<file path="src/rtl/crypt_sched_pkg.sv">
// Shared types and constants for the crypt_sched sequencer and its arbiter.
package crypt_sched_pkg;

    localparam int DATA_W      = 16;
    localparam int KEY_W       = 5;
    localparam int CNT_W       = 4;
    localparam int TMO_W       = 8;
    localparam int DRAIN_DEF   = 2;
    localparam int TIMEOUT_DEF = 64;

    typedef enum logic [2:0] {
        ST_IDLE,
        ST_LOAD,
        ST_START,
        ST_WAIT,
        ST_DRAIN,
        ST_RESP
    } state_t;

endpackage

</file>
<file path="src/rtl/crypt_rr_arb.sv">
// Combinational round-robin pick: first valid requester at or above the pointer, with wrap.
module crypt_rr_arb
    import crypt_sched_pkg::*;
#(
    parameter int NREQ = 2,
    parameter int IDW  = 1
) (
    input  logic [NREQ-1:0] i_req_valid,
    input  logic [IDW-1:0]  i_rr_ptr,
    output logic [NREQ-1:0] o_grant,
    output logic [IDW-1:0]  o_idx,
    output logic            o_any
);

    logic           w_found;
    logic [IDW-1:0] w_k;

    always_comb begin
        o_grant = '0;
        o_idx   = '0;
        w_found = 1'b0;
        w_k     = '0;
        for (int unsigned i = 0; i < NREQ; i++) begin
            w_k = IDW'((32'(i_rr_ptr) + i) % NREQ);
            if (!w_found && i_req_valid[w_k]) begin
                w_found     = 1'b1;
                o_grant[w_k] = 1'b1;
                o_idx       = w_k;
            end
        end
    end

    assign o_any = |i_req_valid;

endmodule

</file>
<file path="src/rtl/crypt_sched.sv">
// Sequencer/arbiter for the three-stage crypto pipeline.
// Define CRYPT_SCHED_TIMEOUT_EN to enable the WAIT-state watchdog.
module crypt_sched
    import crypt_sched_pkg::*;
#(
    parameter int NREQ    = 2,
    parameter int DRAIN   = DRAIN_DEF,
    parameter int TIMEOUT = TIMEOUT_DEF
) (
    input  logic                     clk,
    input  logic                     rst,
    input  logic [NREQ-1:0]          req_valid,
    input  logic [NREQ*DATA_W-1:0]   req_data,
    input  logic [NREQ*KEY_W-1:0]    req_key,
    output logic [NREQ-1:0]          req_ready,
    output logic                     core_ld,
    output logic                     core_start,
    output logic [DATA_W-1:0]        core_data,
    output logic [KEY_W-1:0]         core_key,
    input  logic                     core_done,
    input  logic [DATA_W-1:0]        core_result,
    output logic                     rsp_valid,
    input  logic                     rsp_ready,
    output logic [DATA_W-1:0]        rsp_data,
    output logic [$clog2(NREQ)-1:0]  rsp_id,
    output logic                     rsp_err
);

    localparam int IDW = $clog2(NREQ);

    if (NREQ < 2 || NREQ > 8 || DRAIN < 0 || DRAIN > 15 || TIMEOUT < 1 || TIMEOUT > 255) begin : g_param_err
        $error("crypt_sched: parameter out of range");
    end

    state_t              r_state;
    logic [IDW-1:0]      r_ptr;
    logic [IDW-1:0]      r_id;
    logic [DATA_W-1:0]   r_data;
    logic [KEY_W-1:0]    r_key;
    logic [CNT_W-1:0]    r_drain;
    logic                r_core_ld;
    logic                r_core_start;
    logic                r_rsp_valid;
    logic [DATA_W-1:0]   r_rsp_data;
`ifdef CRYPT_SCHED_TIMEOUT_EN
    logic [TMO_W-1:0]    r_tmo;
    logic                r_err;
`endif

    logic [NREQ-1:0]     w_grant;
    logic [IDW-1:0]      w_idx;
    logic                w_any;
    logic [DATA_W-1:0]   w_sel_data;
    logic [KEY_W-1:0]    w_sel_key;

    crypt_rr_arb #(
        .NREQ (NREQ),
        .IDW  (IDW)
    ) u_arb (
        .i_req_valid (req_valid),
        .i_rr_ptr    (r_ptr),
        .o_grant     (w_grant),
        .o_idx       (w_idx),
        .o_any       (w_any)
    );

    assign w_sel_data = req_data[32'(w_idx)*DATA_W +: DATA_W];
    assign w_sel_key  = req_key[32'(w_idx)*KEY_W +: KEY_W];

    // Accept pulse is combinational so the requester sees it in the grant cycle itself.
    assign req_ready  = (r_state == ST_IDLE && !rst) ? w_grant : '0;
    assign core_ld    = r_core_ld;
    assign core_start = r_core_start;
    assign core_data  = r_data;
    assign core_key   = r_key;
    assign rsp_valid  = r_rsp_valid;
    assign rsp_data   = r_rsp_data;
    assign rsp_id     = r_id;
`ifdef CRYPT_SCHED_TIMEOUT_EN
    assign rsp_err    = r_err;
`else
    assign rsp_err    = 1'b0;
`endif

    always_ff @(posedge clk) begin
        if (rst) begin
            r_state      <= ST_IDLE;
            r_ptr        <= '0;
            r_id         <= '0;
            r_data       <= '0;
            r_key        <= '0;
            r_drain      <= '0;
            r_core_ld    <= 1'b0;
            r_core_start <= 1'b0;
            r_rsp_valid  <= 1'b0;
            r_rsp_data   <= '0;
`ifdef CRYPT_SCHED_TIMEOUT_EN
            r_tmo        <= '0;
            r_err        <= 1'b0;
`endif
        end else begin
            r_core_ld    <= 1'b0;
            r_core_start <= 1'b0;
            case (r_state)
                ST_IDLE: begin
                    if (w_any) begin
                        r_data    <= w_sel_data;
                        r_key     <= w_sel_key;
                        r_id      <= w_idx;
                        r_ptr     <= (w_idx == IDW'(NREQ - 1)) ? '0 : w_idx + 1'b1;
                        r_core_ld <= 1'b1;
                        r_state   <= ST_LOAD;
                    end
                end
                ST_LOAD: begin
                    r_core_start <= 1'b1;
                    r_state      <= ST_START;
                end
                ST_START: begin
                    r_drain <= CNT_W'(DRAIN);
`ifdef CRYPT_SCHED_TIMEOUT_EN
                    r_tmo   <= '0;
`endif
                    r_state <= ST_WAIT;
                end
                ST_WAIT: begin
                    if (core_done) begin
                        if (DRAIN == 0) begin
                            r_rsp_data  <= core_result;
                            r_rsp_valid <= 1'b1;
`ifdef CRYPT_SCHED_TIMEOUT_EN
                            r_err       <= 1'b0;
`endif
                            r_state     <= ST_RESP;
                        end else begin
                            r_state <= ST_DRAIN;
                        end
                    end
`ifdef CRYPT_SCHED_TIMEOUT_EN
                    // Expiry only when done is absent: a same-cycle done completes normally.
                    else if (r_tmo == TMO_W'(TIMEOUT - 1)) begin
                        r_rsp_data  <= '0;
                        r_rsp_valid <= 1'b1;
                        r_err       <= 1'b1;
                        r_state     <= ST_RESP;
                    end else if (r_tmo != '1) begin
                        r_tmo <= r_tmo + 1'b1;
                    end
`endif
                end
                ST_DRAIN: begin
                    r_drain <= r_drain - 1'b1;
                    if (r_drain == CNT_W'(1)) begin
                        r_rsp_data  <= core_result;
                        r_rsp_valid <= 1'b1;
`ifdef CRYPT_SCHED_TIMEOUT_EN
                        r_err       <= 1'b0;
`endif
                        r_state     <= ST_RESP;
                    end
                end
                ST_RESP: begin
                    if (rsp_ready) begin
                        r_rsp_valid <= 1'b0;
                        r_state     <= ST_IDLE;
                    end
                end
                default: r_state <= ST_IDLE;
            endcase
        end
    end

endmodule

</file>
<file path="config.mk">
export PLATFORM = sky130hd
export DESIGN_NAME = crypt_sched
export DESIGN_NICKNAME = d
export VERILOG_FILES = /design/src/rtl/crypt_sched_pkg.sv /design/src/rtl/crypt_rr_arb.sv /design/src/rtl/crypt_sched.sv
export SDC_FILE = /design/constraint.sdc
export NUM_CORES = 1
export LEC_CHECK = 0
export ABC_AREA = 1
export CAP_MARGIN = 5
export CORE_UTILIZATION = 43
export CTS_CLUSTER_DIAMETER = 40
export DETAILED_ROUTE_END_ITERATION = 8
export PLACE_DENSITY = 0.87
export SYNTH_ARGS = -nofsm -noshare
export SYNTH_HDL_FRONTEND = slang
export SYNTH_SLANG_ARGS = --single-unit
</file>
<file path="constraint.sdc">
create_clock -name clk -period 2.7 [get_ports clk]
set_input_delay 0.405 -clock clk [delete_from_list [all_inputs] [get_ports clk]]
set_output_delay 0.405 -clock clk [all_outputs]
set_load 0.05 [all_outputs]
</file>
== Word level (Yosys, flattened, before mapping) ==
Index checks and enable logic that the tools add are counted.
W data, S select, Z words.

* Flip-flop bits (word level): 49
* Latch bits: 0
* Bits in writable memories: 0
* Memory bits (read-only): 0
* Input bits: 64
* Output and inout bits: 44
* Logic and storage cells: 73
* Memories: 0

* Add/sub/neg operators: 3
* $mul: 1
* Divide/modulo/power cells: 0
* $lt $le $gt $ge: 4
* Equal/unequal tests: 10
* Shifts and indexed selects: 2
* Muxes and demuxes: 26
* Bitwise gates (word level): 2
* Reduce and logical (&&, ||, !) cells: 15

{| class="wikitable"
|+ Operators by type and width
! cell !! number
|-
| $shiftx A32 B6 Y16 || 1
|-
| $pmux W3 S6 || 1
|-
| $mux W1 || 14
|-
| $mux W3 || 4
|-
| $shiftx A10 B5 Y5 || 1
|-
| $pmux W4 S2 || 1
|-
| $eq A3 B2 Y1 const B || 2
|-
| $eq A3 B3 Y1 const B || 2
|-
| $mux W2 || 3
|-
| $ne A2 B2 Y1 const B || 3
|-
| $eq A4 B1 Y1 const B || 1
|-
| $logic_and A1 B1 Y1 || 4
|-
| $lt A1 B2 Y1 const B || 2
|-
| $mul A1 B3 Y4 const B || 1
|-
| $reduce_and A2 Y1 || 2
|-
| $reduce_and A4 Y1 || 1
|-
| $reduce_bool A2 Y1 || 2
|-
| $reduce_or A2 Y1 || 2
|-
| $sub A4 B1 Y4 const B || 1
|-
| $eq A3 B1 Y1 const B || 1
|-
| $logic_not A3 Y1 || 1
|-
| $reduce_and A3 Y1 || 1
|-
| $add A1 B1 Y1 const B || 2
|-
| $demux W1 S1 || 2
|-
| other kinds (6) || 8
|}

== Logic depth before layout (Yosys ltp) ==
* Depth in word-level cells: 8
* Gate-level depth with buffers: 9

== By module ==
Synthesis repeated with hierarchy kept, for this count alone.

* Cell total of the unflattened synthesis: 328
* Area total of the unflattened synthesis: 2180.8 um^2

{| class="wikitable"
|+ By module, submodules not included
! module !! instances !! cells each !! area each (um^2) !! seq. area each (um^2)
|-
| crypt_sched || 1 || 321 || 2150.8 || 980.9
|-
| crypt_rr_arb || 1 || 7 || 30.0 || 0.0
|}

== Least setup slack after synthesis ==
No wires, ideal clock.

* Kind: input-to-output
* From: in req_valid[0]
* To: out req_ready[0]
* Data arrival time: 2350 ps
* Setup slack: -55 ps
* Stages: 5
* Path through: inv_1 > o21ai_2 > inv_2 > buf_2 > nor4_1

* Word-level cells in the longest chain between the ends: 7
* Elaborated cells on any way between the ends: 11
* Classes of those cells: mux (8); bitwise (1); reduce/logical (2)

{| class="wikitable"
|+ Ends and longest elaborated chain
! element !! line !! text
|-
| start: declaration || crypt_sched.sv:12 || <nowiki>input logic [NREQ-1:0] req_valid,</nowiki>
|-
| $mux W1 (not written as such) (2 in a row) || crypt_rr_arb.sv:25 || <nowiki>if (!w_found && i_req_valid[w_k]) begin</nowiki>
|-
| $mux W1 || crypt_rr_arb.sv:25 ||
|-
| $logic_not A1 Y1 || crypt_rr_arb.sv:25 ||
|-
| $logic_and A1 B1 Y1 || crypt_rr_arb.sv:25 ||
|-
| $mux W2 (*) || crypt_rr_arb.sv:25 ||
|-
| $mux W2 (*) || crypt_sched.sv:71 || <nowiki>assign req_ready = (r_state == ST_IDLE && !rst) ? w_grant : '0;</nowiki>
|-
| end: declaration || crypt_sched.sv:15 || <nowiki>output logic [NREQ-1:0] req_ready,</nowiki>
|}

Mark *: on every way between the ends. The rest lies on a longest branch, timed or not. The select of a mux whose other input is x is not followed.

== Worst setup path after layout ==
Same ends and word-level chain as after synthesis.

==> run_results.csv <==
group,metric,value,unit
status,status,"complete, no violations",
drt,via_per_inst,4.81,
placed_design,numPortBuffers,106,
cells_and_area,final_cells,485,
sta,fin_skew,5.62,ps
logic_synthesis,async_reset_ff_share,0,%
sta,layout_min_cycle_time,2160,ps
global_routing,grt_pass1_wl,9.16,mm
logic_synthesis,synthesis.instances,316,
floorplan,pin_count,108,
logic_synthesis,synth_top_cell_area_share,44.7,%
worst_setup_path,crit_type,"primary input to output pin",
power_and_ir_drop,vdd_drop_max,0.000597,V
clock_tree,clock_sinks,49,
floorplan,coreArea,4820,sq um
power_and_ir_drop,internal-power,1610,uW
worst_setup_path,cp-start-kind,"primary input",
clock_tree,cts_root_buf,"clkbuf_8",
sta,worst_pin_slew,675,ps
placed_design,dp_hpwl,4.53,mm
clock_tree,postCtsSetupBuffers,0,
worst_setup_path,cp_max_fo,19,
logic_synthesis,yosysWarnings,0,
worst_setup_path,r2r_slack,1180,ps
clock_tree,cts_htree_levels,2,
logic_synthesis,syn-num-nets,382,
placed_design,place.gp.congestion,0.796,
clock_tree,cts.path.max_buffers,2,
power_and_ir_drop,p_clk_share,13.7,%
sta,fin_crit_sh,80.0,%
logic_synthesis,yosysUniqueCellTypes,24,
floorplan,initial_core_util,45.6,%
run,drv_cap,0,
cells_and_area,fin_nets,483,
logic_synthesis,postSynthAreaPerCell,6.94,sq um
worst_setup_path,crit_required,2300,ps
worst_setup_path,max_stage_delay,470,ps
worst_setup_path,worstSetupEndpointType,"output pin",
placed_design,dp.cells,477,
drt,drc,0,
drt,drtAntennaViolNets,0,
cells_and_area,insertedDiodeCount,0,
min_path,hold_class,"register to register",
sta,grt_setup_unrepaired,"no",
clock_tree,clk_latency,290,ps
global_routing,grtUsageTotal,22.0,%
drt,wl_per_cell,12.3,um
global_routing,grt_pass1_vias,2081,
logic_synthesis,ys_seq_area_share,44.7,%
clock_tree,cts_inserted_buffers,5,
logic_synthesis,synth_area_leaders,"dfxtp_1 (45%), nand2_1 (21%), nor2_1 (7.4%), a21oi_1 (5.7%), o21ai_0 (4.6%)",
drt,first_pass_iters,4,
worst_setup_path,worstRegToRegCells,8,
worst_setup_path,cp_top_family,"buffers and inverters",
cells_and_area,fin_util,69.7,%
clock_tree,postCtsHoldBufs,0,
floorplan,die_y,73.4,um
clock_tree,cts_tree,"done",
drt,routed_wl,5.98,mm
clock_tree,cts_resized,0,
sta,slew_violations,0,
clock_tree,clk_pin_slew,80,ps
global_routing,antenna_found_initial,0,
global_routing,grt-ovfl-total,0,
power_and_ir_drop,p_seq_share,33.6,%
power_and_ir_drop,switching_share,46.5,%
global_routing,grt_max_degree,26,
sta,slew_headroom,54.9,%
worst_setup_path,critPathBufInv,4,
cells_and_area,drive_gt1_share,5.74,%
floorplan,row_count,25,
logic_synthesis,ys.flop_type,"dfxtp_1",
floorplan,floorplan.die_area,5390,sq um
sta,tns,0,ps
power_and_ir_drop,power.share.combinational,52.7,%
worst_setup_path,cp.depth,6,
logic_synthesis,syn_area,2190,sq um
cells_and_area,syn_to_final_growth,53.0,%
worst_setup_path,crit_path_top_delay_cell,"clkdlybuf4s50_1",
logic_synthesis,synth_edf_count,0,
logic_synthesis,synth_top_area_cell,"dfxtp_1",
worst_setup_path,worstPathCellList,"clkdlybuf4s50_1 -> inv_1 -> o21ai_2 -> inv_2 -> nor4_2 -> buf_12",
power_and_ir_drop,power.density,894,nW/um^2
power_and_ir_drop,leakagePower,0.00147,uW
drt,num_vias,2334,
floorplan,die_x,73.4,um
power_and_ir_drop,p_switching,1390,uW
min_path,hold_depth,2,
worst_setup_path,arrival,1760,ps
sta,fmax,463,MHz
cells_and_area,nFillCells,428,
sta,setup_violations,0,
logic_synthesis,ys_ff_latch,49,
cells_and_area,most-common-layout-cells,"nand2_1 (122), clkdlybuf4s50_1 (104), dfxtp_1 (49)",
sta,final-hold-violation-count,0,
drt,drt_iter0_markers,87,
cells_and_area,final_common_cell,"nand2_1",
## cells in the mapped netlist, types with 2 or more instances
cell type / count
a21oi_1: 25
a21oi_2: 2
buf_2: 6
buf_4: 3
buf_6: 3
clkbuf_1: 3
dfxtp_1: 49
ha_1: 2
inv_1: 13
inv_2: 3
nand2_1: 122
nand2_4: 2
nand3_1: 8
nor2_1: 43
nor2_8: 2
nor4_1: 2
o21ai_0: 20
o21ai_1: 2
## metrics by stage
stage	instance area [sq um]	setup WS, ps	hold WS [ps]	total power [uW]
6_report	3360	540	467	3000
5_1_grt	3360	427	483	3190
4_1_cts	3360	538	471	3020
3_5_place_dp	3280	542	457	2610
3_3_place_gp	3280	586	452	2570
2_1_floorplan	2200	530	445	2170
## tightest hold or removal path, cell delays in order, from the launching register on
cell	delay (ps)
dfxtp_1	320
nand2_1	60
a21oi_1	50
## final cells by class
type	instances	area, sq um	area share, %
multi-input cells	235	1060	31.4
inverters	17	66.3	1.97
flip-flops and latches	49	981	29.2
repair buffers	109	1090	32.5
well taps	67	83.8	2.50
clock buffers	8	80.1	2.38
## final timing paths
kind           startpoint            end
min reg2reg    r_drain[3]     r_drain[3]
max reg2reg    r_state[1]  core_data[15]
max          req_valid[0]   req_ready[0]
min            r_drain[3]     r_drain[3]
## routing by layer
metal	part of all wire (%)	vias up	global-route usage, %
met2	51	69	38.7
met5	0	-	0
met3	4.0	18	2.88
li1	-	1191	-
met4	4.1	0	13.2
met1	41	1056	25.4
## sequential cells by signal (all words and copies together) (netlist names)
signal	cells
rsp_data	16
r_state	3
core_ld	1
core_key	5
r_drain	4
core_start	1
r_ptr	1
core_data	16
rsp_id	1
rsp_valid	1
## power groups by stage
stage                     logic (uW)  clock network, uW  registers, uW
after global routing            1710                447           1030
final                           1580                411           1010
after CTS                       1590                424           1010
after global placement          1550                  0           1020
after floorplan                  746                  0           1430
after detailed placement        1590                  0           1020
## cells by family (layout without fill, tap and decap cells)
family,after synthesis,in the layout,share of synthesized area (%)
other cells,1,1,0.171
buf+inv,32,134,7.47
fa+ha+maj,2,2,1.14
simple gates,181,181,34.3
compound gates,51,51,12.3
flops,49,49,44.7
(Power assumes the default switching activity.)
